**src/rtl/regfile_mp.sv**
```systemverilog
// Multi-port GPR file: NR combinational read ports, two byte-enabled write ports and a busy-bit scoreboard.
// Define REGFILE_BYPASS_EN to forward same-cycle write data and write-clears onto the read ports.
module regfile_mp #(
    parameter int DW   = 32,
    parameter int NREG = 32,
    parameter int AW   = 5,
    parameter int NR   = 2
) (
    input  logic                 clk,
    input  logic                 rst,
    input  logic [NR*AW-1:0]     ra,
    output logic [NR*DW-1:0]     rd,
    output logic [NR-1:0]        rd_busy,
    input  logic [DW/8-1:0]      we0,
    input  logic [AW-1:0]        wa0,
    input  logic [DW-1:0]        wd0,
    input  logic [DW/8-1:0]      we1,
    input  logic [AW-1:0]        wa1,
    input  logic [DW-1:0]        wd1,
    input  logic [1:0]           iss_en,
    input  logic [2*AW-1:0]      iss_a
);

    localparam int          NB     = DW / 8;
    localparam logic [AW:0] NREG_W = (AW + 1)'(NREG);

    logic [DW-1:0]   mem [NREG];
    logic [NREG-1:0] busy;
    logic [NREG-1:0] set_vec;
    logic [NREG-1:0] clr_vec;

    // Register 0 and addresses beyond the implemented range never hold state.
    function automatic logic in_range(input logic [AW-1:0] a);
        return (a != '0) && ({1'b0, a} < NREG_W);
    endfunction

    // Per-register scoreboard events for this cycle.
    always_comb begin
        // NOTE: every comb output gets a default before the loop, so no path leaves it unassigned (no latch).
        set_vec = '0;
        clr_vec = '0;
        for (int r = 1; r < NREG; r++) begin
            set_vec[r] = (iss_en[0] && iss_a[0 +: AW] == AW'(r)) ||
                         (iss_en[1] && iss_a[AW +: AW] == AW'(r));
            clr_vec[r] = ((|we0) && wa0 == AW'(r)) ||
                         ((|we1) && wa1 == AW'(r));
        end
    end

    always_ff @(posedge clk or negedge rst) begin
        if (!rst) begin
            // NOTE: the storage array is reset explicitly because a reset clear of all registers is architectural.
            for (int r = 0; r < NREG; r++) begin
                mem[r] <= '0;
            end
            busy <= '0;
        end else begin
            for (int r = 1; r < NREG; r++) begin
                for (int b = 0; b < NB; b++) begin
                    // NOTE: non-blocking updates keep every register's next state based on pre-edge values.
                    if (we1[b] && wa1 == AW'(r)) begin
                        mem[r][8*b +: 8] <= wd1[8*b +: 8];
                    end else if (we0[b] && wa0 == AW'(r)) begin
                        mem[r][8*b +: 8] <= wd0[8*b +: 8];
                    end
                end
                // A new producer issued in the same cycle as the old one retires keeps the bit set.
                if (set_vec[r]) begin
                    busy[r] <= 1'b1;
                end else if (clr_vec[r]) begin
                    busy[r] <= 1'b0;
                end
            end
        end
    end

    always_comb begin
        logic [AW-1:0] a;
        logic [DW-1:0] word;
        a       = '0;
        word    = '0;
        rd      = '0;
        rd_busy = '0;
        for (int k = 0; k < NR; k++) begin
            a    = ra[k*AW +: AW];
            word = '0;
            if (rst && in_range(a)) begin
                word = mem[a];
`ifdef REGFILE_BYPASS_EN
                for (int b = 0; b < NB; b++) begin
                    if (we1[b] && wa1 == a) begin
                        word[8*b +: 8] = wd1[8*b +: 8];
                    end else if (we0[b] && wa0 == a) begin
                        word[8*b +: 8] = wd0[8*b +: 8];
                    end
                end
                rd_busy[k] = busy[a] && !(clr_vec[a] && !set_vec[a]);
`else
                rd_busy[k] = busy[a];
`endif
            end
            rd[k*DW +: DW] = word;
        end
    end

endmodule

```
**config.mk**
```make
export PLATFORM = sky130hd
export DESIGN_NAME = regfile_mp
export DESIGN_NICKNAME = d
export VERILOG_FILES = /design/src/rtl/regfile_mp.sv
export SDC_FILE = /design/constraint.sdc
export NUM_CORES = 2
export LEC_CHECK = 0
export BUFFER_PORTS_ARGS = -buffer_cell sky130_fd_sc_hd__clkbuf_2
export CAP_MARGIN = 0
export CORE_ASPECT_RATIO = 1.75
export CORE_MARGIN = 4
export CORE_UTILIZATION = 35
export CTS_CLUSTER_SIZE = 40
export DETAILED_ROUTE_END_ITERATION = 6
export PLACE_DENSITY = 0.53
export RECOVER_POWER = 25
export SKIP_LAST_GASP = 1
export SYNTH_ARGS = -nofsm -noshare
export SYNTH_HDL_FRONTEND = slang
export SYNTH_SLANG_ARGS = --single-unit
```
**constraint.sdc**
```tcl
create_clock -name clk -period 2.4 [get_ports clk]
set_clock_uncertainty 0.15 [all_clocks]
set_input_delay 0.12 -clock clk [delete_from_list [all_inputs] [get_ports clk]]
set_output_delay 0.12 -clock clk [all_outputs]
set_load 0.01 [all_outputs]
```
==> parameters.txt <==
Parameter                              Value

Timing
  Slack of the critical path    -0.578 ns
  Post-route minimum period    a little under 3 ns
  Setup violations, final    775
  Measured slew at the worst slew-check pin    1.65 ns
  Worst max-slew margin expressed relative to the limit    -9.69%
  Hold Fails Final Rpt    0
  Timing-limited maximum frequency    roughly 340 MHz
  Final Max Tran Viols    60
  Final period utilization    124%
  Unrepaired setup endpoints after global routing    true

Setup path
  Critical Path Source    wa1[3]
  End of the worst register-to-register path    mem[443]
  Endpoint of the most critical setup path    mem[765]
  Path type of the worst setup path    input port to flip-flop
  Critical register-to-register path startpoint    mem[443]
  Largest fanout of any net on the critical path    28
  Critical path data required time    2.91 ns
  WP data arrival    3.48 ns
  Depth of the worst register-to-register path    4
  Type of element capturing the critical path    flip-flop
  Reg2Reg Setup Slack    roughly 0.84 ns
  Startpoint type of the worst setup path    input port

Yosys
  Total of flip-flops plus latches after synthesis    1023
  Proportion of synthesized flip-flops having asynchronous set or reset    100%
  Cell with the most instances after synthesis    mux2i_1
  Most area-hungry cell type in the Yosys netlist    dfrtp_1
  EDFF count, synth    0
  Leading post-synthesis cells by cell area    dfrtp_1 39%, mux2i_1 21%, mux4_2 12%, a21oi_1 4.4%, nand2_1 4.3%
  Yosys warns    33
  Area fraction of the dominant cell type after synthesis    between 30% and 40%
  Post-synth top cells    1392 x mux2i_1, 1023 x dfrtp_1, 746 x nand2_1
  Avg Cell Area, Syn    between 10 and 15 µm²
  Post-synthesis instance total    ~6600
  Flip-flop cell with the highest count after synthesis    dfrtp_1
  Post-Synthesis Net Count    approximately 6700
  Total standard cell area after synthesis    around 66000 µm²
  Share of synthesized area occupied by flip-flops and latches    38.9%
  Number of distinct library cell variants in the gate-level netlist after synthesis    60

GRT
  Global-route wire length before repair    430000 µm
  Vias in the first global route    a little under 60000
  Residual overflow from global routing    0
  Largest net degree at the start of global routing    ~150
  Antenna violations before repair    24
  Total GRT Usage    between 30% and 40%

Cells and area
  Share of the core filled with cells in the final layout    between 40 and 50%
  Synthesis-to-layout area growth    20.4%
  Share of post-route cells with drive strength above 1    a little under a quarter
  Area taken by multi-input logic gates    38300 µm²
  Sequential cell area in the final layout    ~26000 µm²
  Final standard cell area without fillers    a little under 80000 µm²
  Net total in the final layout    just over 7000
  Count of filler cells inserted in the layout    18083

Clocking
  Clock sinks    1023
  Cell at the root of the clock tree    clkbuf_16
  Clock latency of the later-clocked register in the worst-skew pair    0.76 ns
  Number of buffers created by CTS    107
  Maximum buffer depth of the clock tree    3
  Count of H-tree levels built during CTS    3
  Clk pin slew, worst setup/hold paths    about 0.070 ns
  CTS tree    built

Floorplan
  Die W    between 300 and 400 µm
  Overall die area    between 150000 and 200000 µm²
  Core outline area    187000 µm²
  Die H    roughly 580 µm
  Starting Density    approximately a third
  # rows    210
  Number of top-level pins    about 170

Flow run
  Max Cap Violations    1

Status
  Outcome    finished with violations
  Violations in the final reports    max-capacitance violations, max-slew violations, negative setup slack

Placed design
  HPWL Detailed    between 200000 and 250000 µm
  Placed cell area    73000 µm²
  Routability-driven placement congestion ratio    roughly 0.94
  Count of buffers inserted at the top-level ports    roughly 170

Drt
  Remaining DRCs    0
  First-iteration detailed-routing DRC count    between 5000 and 6000
  Routed vias    just under 60000
  Mean number of vias per cell    between 6 and 7
  WL/cell    31.8 µm
  First-pass iteration count of the detailed router    6
  Detailed-route wire length    303000 µm
  Antenna viol nets, final    0

Power and ir drop
  Worst VDD drop    roughly 0.55 mV
  Overall power    61.6 mW
  Pwr per Cell Area    about 800 nW/µm²
  Leak    a little under 40 nW

Hold path
  Type of the worst min-delay path    input port to flip-flop
==> state kept, by name (all words and copies together), names as in the netlist <==
register	count
mem	992
busy	31
==> report_power, final <==
part           switching [mW]  total (mW)  internal, mW
registers                4.21        26.0          21.8
clock network            7.97        18.0          10.1
logic                    8.47        17.6          9.12
total                    20.7        61.6          41.0
==> worst min-delay path by stage <==
stage	start	to	slack, ns	depth (start not counted)
after global routing	wa1[4]	mem[641]	0.06	5
after detailed placement	rst	mem[930]	0.20	2
after floorplan	rst	busy[10]	-0.33	0
after CTS	wd1[0]	mem[384]	0.001	3
final	wd0[20]	mem[628]	0.05	3
after global placement	rst	mem[770]	0.20	2
==> kinds of logic after synthesis <==
group | count (synthesis) | share of synthesized area (%)
AOI/OAI and AO/OA | 1474 | 12.6
buffers and inverters | 665 | 4.64
DFF | 1023 | 38.9
muxes | 1773 | 33.5
and+or+nand+nor | 1624 | 10.4
==> stage by stage <==
step	instances	worst slack (ns)	setup TNS (ns)	hold WS [ns]
after floorplan	6559	0.528	0	-0.326
after global placement	9143	-0.382	-2.25	0.199
after detailed placement	9143	-0.378	-2.58	0.195
after CTS	9482	-0.511	-23.51	0.00141
after global routing	9510	-0.570	-137.34	0.0618
final	9522	-0.578	-161.54	0.0550
==> layer usage <==
| metal | vias to the layer above | track usage (%) | wire length, µm |
|---|---|---|---|
| li1 | 24826 | - | - |
| met1 | 28650 | 34.7 | 107000 |
| met2 | 3260 | 49.3 | 142000 |
| met3 | 1098 | 6.27 | 25200 |
| met4 | 12 | 23.7 | 28300 |
| met5 | - | 0 | 82 |
==> cell usage in the layout, fill, tap and decap left out, types with 14 or more instances in the layout <==
master and count:
a2111o_1 14, a211oi_1 33, a21oi_1 530, a21oi_2 28, a21oi_4 17, a221oi_1 26
a221oi_2 20, a22oi_1 53, a32oi_1 31, a32oi_2 14, and2_1 22, and3_1 39
buf_12 99, buf_4 581, buf_6 36, clkbuf_1 29, clkbuf_16 110, clkbuf_2 144
clkbuf_8 23, clkinv_2 17, dfrtp_1 1017, diode_2 14, dlygate4sd3_1 74, mux2_2 28
mux2i_1 1375, mux4_2 339, nand2_1 743, nand2_2 28, nand2b_1 18, nand3_1 78
nand4_1 20, nor2_1 555, nor2b_1 16, o21ai_0 470, o21ai_1 125, o221ai_1 34
o22ai_1 50
==> repair_timing <==
action / in CTS / in global routing
setup buffers: 81 / 29
setup endpoints to repair: 66 / 71
gates resized for setup: 191 / 108
hold buffers: 73 / 3
pin swaps: 59 / 41
hold endpoints to repair: 1388 / 66
==> critical path, stage by stage <==
cell and delay, ns:
dlygate4sd3_1 0.52, clkbuf_1 0.60, buf_2 0.74, and2_1 0.54
buf_4 0.32, and3_1 0.18, buf_4 0.24, nand2_1 0.09
o21ai_1 0.11
==> cell type report <==
type / count / share of cell area, %
multi-input combinational: 4871 / 48.4
sequential: 1023 / 32.3
timing repair buffer: 976 / 10.8
clock buffer: 147 / 3.88
tap: 2438 / 3.85
clock inverter: 49 / 0.745
antenna: 14 / 0.0442
inverter: 4 / 0.0189
Power figures use the tool's default switching activity.
